**src/rtl/mem_pkg.sv**
```systemverilog
// ============================================================================
// Module      : mem_pkg
// Description : Shared types and constants for the memory-stage controller.
//               mem_state_t - controller FSM states (IDLE, ACCESS)
//               memwb_t     - contents of the MEM->WB pipeline register
//               hold_t      - in-flight memory access latched while waiting
// Revision    : 1.0 - initial release
// ============================================================================
`default_nettype none

package mem_pkg;

  localparam int unsigned DEFAULT_WIDTH = 32;
  localparam int unsigned REG_ADDR_W    = 5;

  typedef enum logic [0:0] {
    IDLE   = 1'b0,
    ACCESS = 1'b1
  } mem_state_t;

  // MEM->WB register payload. An all-zero value is a bubble.
  typedef struct packed {
    logic [DEFAULT_WIDTH-1:0] read_data;
    logic [DEFAULT_WIDTH-1:0] alu_result;
    logic [DEFAULT_WIDTH-1:0] pc_plus4;
    logic [REG_ADDR_W-1:0]    rd;
    logic                     reg_write;
    logic                     result_src;
    logic                     wd3_src;
  } memwb_t;

  // Snapshot of the M-stage instruction taken when a request has to wait.
  typedef struct packed {
    logic [DEFAULT_WIDTH-1:0] addr;
    logic [DEFAULT_WIDTH-1:0] wdata;
    logic [DEFAULT_WIDTH-1:0] pc_plus4;
    logic [REG_ADDR_W-1:0]    rd;
    logic                     reg_write;
    logic                     result_src;
    logic                     wd3_src;
    logic                     we;
  } hold_t;

endpackage

`default_nettype wire

```
**src/rtl/mem_stage_ctrl_memwb.sv**
```systemverilog
// ============================================================================
// Module      : pipeline_MEMtoWB
// Description : MEM->WB pipeline register. Loads wb_in every cycle, or an
//               all-zero bubble when bubble=1. Synchronous active-low reset.
// Ports       : clk, rst_n      - clock / synchronous active-low reset
//               bubble          - load zeros instead of wb_in
//               wb_in / wb_out  - register input / registered W-stage value
// Revision    : 1.0 - initial release
// ============================================================================
`default_nettype none

module pipeline_MEMtoWB
  import mem_pkg::*;
(
  input  logic   clk,
  input  logic   rst_n,
  input  logic   bubble,
  input  memwb_t wb_in,
  output memwb_t wb_out
);

  memwb_t wb_q;
  memwb_t wb_d;

  always_comb begin
    wb_d = wb_in;
    if (bubble) begin
      wb_d = '0;
    end
  end

  always_ff @(posedge clk) begin
    if (!rst_n) begin
      wb_q <= '0;
    end else begin
      wb_q <= wb_d;
    end
  end

  assign wb_out = wb_q;

endmodule

`default_nettype wire

```
**src/rtl/mem_stage_ctrl.sv**
```systemverilog
// ============================================================================
// Module      : mem_stage_ctrl
// Description : Memory-stage controller. Issues load/store requests over a
//               req/ready handshake, holds a waiting access stable, stalls the
//               front of the pipeline while memory is busy and registers the
//               completed result into the MEM->WB register.
// Ports       : clk, rst_n                 - clock / sync active-low reset
//               *M inputs                   - EXE->MEM register contents
//               dmem_req/we/addr/wdata      - memory request
//               dmem_ready/rdata            - memory completion / load data
//               stall_mem                   - freeze upstream pipeline
//               *W outputs                  - MEM->WB register contents
//               timeout_err                 - sticky access-timeout flag
// Options     : MEM_TIMEOUT_EN - abort an access after TIMEOUT_CYCLES ACCESS
//               cycles without dmem_ready; otherwise wait indefinitely and
//               tie timeout_err to 0.
// Revision    : 1.0 - initial release
// ============================================================================
`default_nettype none

module mem_stage_ctrl
  import mem_pkg::*;
#(
  parameter int unsigned WIDTH          = DEFAULT_WIDTH,
  parameter int unsigned TIMEOUT_CYCLES = 255
) (
  input  logic             clk,
  input  logic             rst_n,
  input  logic [WIDTH-1:0] ALUResultM,
  input  logic [WIDTH-1:0] WriteDataM,
  input  logic [WIDTH-1:0] PCPlus4M,
  input  logic [4:0]       RdM,
  input  logic             RegWriteM,
  input  logic             ResultSrcM,
  input  logic             WDMEM,
  input  logic             WD3SrcM,
  output logic             dmem_req,
  output logic             dmem_we,
  output logic [WIDTH-1:0] dmem_addr,
  output logic [WIDTH-1:0] dmem_wdata,
  input  logic             dmem_ready,
  input  logic [WIDTH-1:0] dmem_rdata,
  output logic             stall_mem,
  output logic [WIDTH-1:0] ReadDataW,
  output logic [WIDTH-1:0] ALUResultW,
  output logic [WIDTH-1:0] PCPlus4W,
  output logic [4:0]       RdW,
  output logic             RegWriteW,
  output logic             ResultSrcW,
  output logic             WD3SrcW,
  output logic             timeout_err
);

  mem_state_t state_q, state_d;
  hold_t      hold_q, hold_d;
  memwb_t     wb_in, wb_out;
  logic       wb_bubble;
  logic       mem_op;
  logic       is_load_m;
  logic       timeout_hit;

  // Store wins when both load and store controls are set.
  assign mem_op    = ResultSrcM | WDMEM;
  assign is_load_m = ResultSrcM & ~WDMEM;

  always_comb begin
    state_d    = state_q;
    hold_d     = hold_q;
    dmem_req   = 1'b0;
    dmem_we    = 1'b0;
    dmem_addr  = '0;
    dmem_wdata = '0;
    wb_in      = '0;
    wb_bubble  = 1'b0;

    case (state_q)
      IDLE: begin
        // Gated by rst_n so no request escapes while held in reset.
        dmem_req   = mem_op & rst_n;
        dmem_we    = WDMEM;
        dmem_addr  = ALUResultM;
        dmem_wdata = WriteDataM;

        wb_in.read_data  = is_load_m ? dmem_rdata : '0;
        wb_in.alu_result = ALUResultM;
        wb_in.pc_plus4   = PCPlus4M;
        wb_in.rd         = RdM;
        wb_in.reg_write  = RegWriteM & ~WDMEM;
        wb_in.result_src = ResultSrcM;
        wb_in.wd3_src    = WD3SrcM;

        if (mem_op && !dmem_ready) begin
          hold_d.addr       = ALUResultM;
          hold_d.wdata      = WriteDataM;
          hold_d.pc_plus4   = PCPlus4M;
          hold_d.rd         = RdM;
          hold_d.reg_write  = RegWriteM & ~WDMEM;
          hold_d.result_src = ResultSrcM;
          hold_d.wd3_src    = WD3SrcM;
          hold_d.we         = WDMEM;
          wb_bubble         = 1'b1;
          state_d           = ACCESS;
        end
      end

      ACCESS: begin
        dmem_req   = 1'b1;
        dmem_we    = hold_q.we;
        dmem_addr  = hold_q.addr;
        dmem_wdata = hold_q.wdata;

        wb_in.read_data  = hold_q.we ? '0 : dmem_rdata;
        wb_in.alu_result = hold_q.addr;
        wb_in.pc_plus4   = hold_q.pc_plus4;
        wb_in.rd         = hold_q.rd;
        wb_in.reg_write  = hold_q.reg_write;
        wb_in.result_src = hold_q.result_src;
        wb_in.wd3_src    = hold_q.wd3_src;

        if (dmem_ready) begin
          state_d = IDLE;
        end else begin
          wb_bubble = 1'b1;
          if (timeout_hit) begin
            state_d = IDLE;
          end
        end
      end

      default: begin
        state_d = IDLE;
      end
    endcase
  end

  // Upstream freezes whenever a live request has not completed this cycle,
  // including the IDLE cycle that first issues a waiting request.
  assign stall_mem = dmem_req & ~dmem_ready;

  always_ff @(posedge clk) begin
    if (!rst_n) begin
      state_q <= IDLE;
      hold_q  <= '0;
    end else begin
      state_q <= state_d;
      hold_q  <= hold_d;
    end
  end

`ifdef MEM_TIMEOUT_EN
  localparam int unsigned CNT_W = $clog2(TIMEOUT_CYCLES + 1);

  logic [CNT_W-1:0] tmo_cnt_q, tmo_cnt_d;
  logic             timeout_err_q, timeout_err_d;
  logic [CNT_W-1:0] tmo_cnt_inc;

  // tmo_cnt_q holds the number of earlier ACCESS cycles, so the increment
  // is the ordinal of the current ACCESS cycle.
  assign tmo_cnt_inc = tmo_cnt_q + CNT_W'(1);
  assign timeout_hit = (state_q == ACCESS) && !dmem_ready &&
                       (tmo_cnt_inc == CNT_W'(TIMEOUT_CYCLES));

  always_comb begin
    tmo_cnt_d     = '0;
    timeout_err_d = timeout_err_q;
    if (state_q == ACCESS && !dmem_ready) begin
      if (timeout_hit) begin
        timeout_err_d = 1'b1;
      end else begin
        tmo_cnt_d = tmo_cnt_inc;
      end
    end
  end

  always_ff @(posedge clk) begin
    if (!rst_n) begin
      tmo_cnt_q     <= '0;
      timeout_err_q <= 1'b0;
    end else begin
      tmo_cnt_q     <= tmo_cnt_d;
      timeout_err_q <= timeout_err_d;
    end
  end

  assign timeout_err = timeout_err_q;
`else
  assign timeout_hit = 1'b0;
  assign timeout_err = 1'b0;
`endif

  pipeline_MEMtoWB u_memwb (
    .clk    (clk),
    .rst_n  (rst_n),
    .bubble (wb_bubble),
    .wb_in  (wb_in),
    .wb_out (wb_out)
  );

  assign ReadDataW  = wb_out.read_data;
  assign ALUResultW = wb_out.alu_result;
  assign PCPlus4W   = wb_out.pc_plus4;
  assign RdW        = wb_out.rd;
  assign RegWriteW  = wb_out.reg_write;
  assign ResultSrcW = wb_out.result_src;
  assign WD3SrcW    = wb_out.wd3_src;

endmodule

`default_nettype wire

```
**config.mk**
```make
export PLATFORM = sky130hd
export DESIGN_NAME = mem_stage_ctrl
export DESIGN_NICKNAME = d
export VERILOG_FILES = /design/src/rtl/mem_pkg.sv /design/src/rtl/mem_stage_ctrl_memwb.sv /design/src/rtl/mem_stage_ctrl.sv
export SDC_FILE = /design/constraint.sdc
export NUM_CORES = 1
export LEC_CHECK = 0
export ABC_AREA = 0
export CORE_MARGIN = 5
export CORE_UTILIZATION = 51
export CTS_BUF_LIST = sky130_fd_sc_hd__clkbuf_4 sky130_fd_sc_hd__clkbuf_8
export DETAILED_ROUTE_END_ITERATION = 8
export PLACE_DENSITY = 0.93
export SLEW_MARGIN = 20
export SYNTH_ARGS = -nofsm -noshare
export SYNTH_HDL_FRONTEND = slang
export SYNTH_HIERARCHICAL = 1
export SYNTH_SLANG_ARGS = --single-unit
```
**constraint.sdc**
```tcl
create_clock -name clk -period 2.49 [get_ports clk]
set_input_delay 0.498 -clock clk [delete_from_list [all_inputs] [get_ports clk]]
set_output_delay 0.498 -clock clk [all_outputs]
set_load 0.02 [all_outputs]
```
==> run summary <==
The first global-routing pass estimated 38.62 mm of wire. For the DRC violations left, the log shows 0. The routed design could run at a clock period as short as 2380 ps. The tools report the final core utilization as 0.7304. Detailed placement ended at an HPWL of 17.03 mm.

The async set or reset register ratio after synthesis is 0, and the critical path required time is 1990 ps. The die boundary width came out at 143.8 um. Summing every instance area after synthesis gives 9134 um2.

Global routing finished with a remaining overflow of 0. The startpoint identified for the worst register-to-register timing path is state_q. The remaining antenna violation count was 0; the count of cell types in the netlist was 24.

Across the routed clock network, the largest skew measured is 10.70 ps. For the final-report setup violation count, the log shows 0. The min-delay analysis places its worst path in the category register to register. Largest fanout of any net on the critical path: 15. The maximum root-to-sink buffer count is 3, and the worst stage delay on the critical path is 390 ps. TritonCTS built the clock tree. Entering global routing, the biggest net connects 211 pins. Counting cells, the worst reg-to-reg path comes to 7. The starting utilization of the core area is 0.5137, and the average vias per placed instance is 5.073.

The largest voltage drop on the vdd net is 0.5518 mV. The critical path ends at dmem_addr[0]. The run gives 0.7607 as the routability-driven placement congestion ratio. The tools report the leakage power summed over all cells as 5.713 nW. The tree is rooted in a clkbuf_8. STA puts the critical path data arrival time at 1880 ps. Based on the critical path, the design can be clocked at up to 420.2 MHz. The run gives 0.3969 as the headroom to the max-slew limit. The total power density per cell area is 662.9 nW/um2.

The endpoint kind of the worst setup timing path was a primary output. The repair_antennas step left the layout with diodes totalling 0. Setup repair after global routing left no endpoint under its margin. The final cell count without fillers came out at 1417. 312 I/O pins were placed. In this run the cell area measured after placement is 12160 um2. Cell family contributing the most delay on the critical path: buffers and inverters.

Once layout is done, the placed cells without fillers occupy 12990 um2. The critical path runs through a total of 4 cells. The Yosys step of the flow raised 6 warnings.

The tools report the fraction of the yosys area taken by sequential cells as 0.4603. The synthesized design contains 0 enable-type register cells. Buffers placed on the I/O ports in this run total 310.

The final setup TNS is 0 ps. Dividing the detail-routed wire length by the instance count gives 18.04 um. The detailed router placed 7189 vias in this run. The tools report the critical path startpoint category as a register. The synthesized netlist cell count was 883.

Together, buffers and inverters on the worst path number 3. The number of max-slew violations in the final report was 0; the number of nets in the layout was 1301. The worst setup path is of the register to primary output kind.

The flop-to-flop setup slack is 580 ps, and the global-route total usage across every layer is 0.2342. The run gives 0 as the number of max-cap violations. After detailed routing, the total wire length is 25.56 mm. The via count of the first global-routing pass is 7459, and the post-synthesis net count is 1023.

The run gives 2 as the number of antenna violations at the first check in global routing. For this run, the leading register cell type out of synthesis is dfxtp_1. Clock-pin slew was measured on the worst setup and hold paths at 60 ps.

The first-iteration detailed-routing DRC count came out at 324. For the pin with the worst max-slew slack, the measured transition is 904.6 ps. The hold violation count in the final report is 0. In this run the worst setup path begins at state_q. For the level count of the clock H-tree, the log shows 2. The length of the first detailed-routing pass in iterations was 4; the fraction of final layout cells sized beyond drive strength 1 was 0.1574. In this run the critical register-to-register path is captured at hold_q[51]. The cell that appears most often on the critical path is buf_12. For the number of buffers created by CTS, the log shows 36.

Counting every sink on the clock net gives 210. The final worst-path cycle share was 0.9558. The layout overhead on the synthesized area is 42.18%, and the register bit total from synthesis is 210. The signal on the critical path passes through buf_12 -> buf_12 -> mux2_2 -> dlygate4sd2_1.

Number of cell rows: 49. The master of the slowest instance on the critical path was dfxtp_4. The die height is 143.8 um. The run finished with clean final reports. The total area inside the core boundary comes to 17780 um2. The average cell area after synthesis was 10.34 um2; the insertion delay of the later-clocked pin in the worst-skew pair was 510 ps. The tools report the number of placed instances, taps included as 1345.

The area enclosed by the die boundary came out at 20690 um2.
flip-flops by register name (all words and copies together) (netlist names):
name            cells
hold_q            105
state_q             1
u_memwb/wb_out    104
cells in the mapped netlist, types with 3 or more instances:
cell | number | share of area
mux2i_1 | 103 | 0.11
and2_1 | 33 | 0.023
and3b_1 | 104 | 0.10
buf_6 | 22 | 0.027
clkbuf_1 | 22 | 0.0090
nor2_1 | 3 | 0.0012
mux2_1 | 23 | 0.028
nand2_1 | 207 | 0.085
buf_4 | 35 | 0.029
mux2_2 | 81 | 0.10
dfxtp_1 | 210 | 0.46
buf_2 | 24 | 0.013
layout by cell type, fill, tap and decap left out, drive strengths merged, types with 3 or more instances in the layout:
cell and n:
and2 33, clkdlybuf4s50 242, dlygate4sd2 67, nand2 207, dfxtp 210, mux2 104, buf 35, mux2i 103
clkbuf 60, nor2 3, and3b 104
stage by stage:
stage / power (mW) / setup slack (ps) / hold WS [ps]
after floorplan: 4.567 / 686.5 / 431.3
after global placement: 5.196 / -257.3 / 438.1
after detailed placement: 5.238 / -232.2 / 446.0
after CTS: 8.698 / 0.8591 / 456.8
after global routing: 8.956 / 37.13 / 470.5
final: 8.608 / 110.1 / 455.8
cell families (layout without fill, tap and decap cells):
kind of cell	after synthesis	in the layout	synth area share
flip-flops	210	210	0.4603
other	1	1	0.0004106
AO/OA/AOI/OAI	6	6	0.005068
AND/OR/NAND/NOR	354	354	0.2142
buffers and inverters	105	410	0.07891
multiplexers	207	207	0.2411
metal layers:
metal  wire [um]  global-route usage  vias to the layer above
li1            -                   -                     3478
met1       10030              0.2718                     3421
met2       12880              0.4084                      221
met3        1715             0.06190                       67
met4         932             0.09762                        2
met5           7                   0                        -
worst register-to-register path: stages, from the launching register on:
cell	delay (ps)
dfxtp_4	370
buf_12	140
buf_12	150
buf_4	180
nor3_4	280
buf_12	240
buf_12	220
mux2i_1	250
layout make-up:
cell class,instances,area [um2]
clock buffers,59,737.0
fillers,1260,4793
flip-flops and latches,210,4208
repair buffers,345,3440
clock inverters,6,85.08
well taps,229,286.5
multi-input cells,568,4230
worst min-delay path by stage:
stage                           start           to  slack (ps)  cells after the start
after floorplan           hold_q[100]  hold_q[100]         430                      2
after global placement     hold_q[75]   hold_q[75]         440                      2
after detailed placement   hold_q[38]   hold_q[38]         450                      2
after CTS                  hold_q[48]   hold_q[48]         460                      2
after global routing       hold_q[57]   hold_q[57]         470                      2
final                       hold_q[4]    hold_q[4]         460                      2
report_power, final:
| part | total (mW) | switching (mW) | internal [mW] |
|---|---|---|---|
| clock network | 3.48 | 1.40 | 2.08 |
| registers | 3.62 | 0.0764 | 3.55 |
| logic | 1.51 | 0.728 | 0.781 |
repair_timing:
action,in CTS,in global routing
gates resized for setup,69,0
buffers inserted,5,2
setup endpoints to repair,67,5
pin swaps,0,0
hold buffers,0,0
No activity file was read; power rests on OpenSTA's default activity.
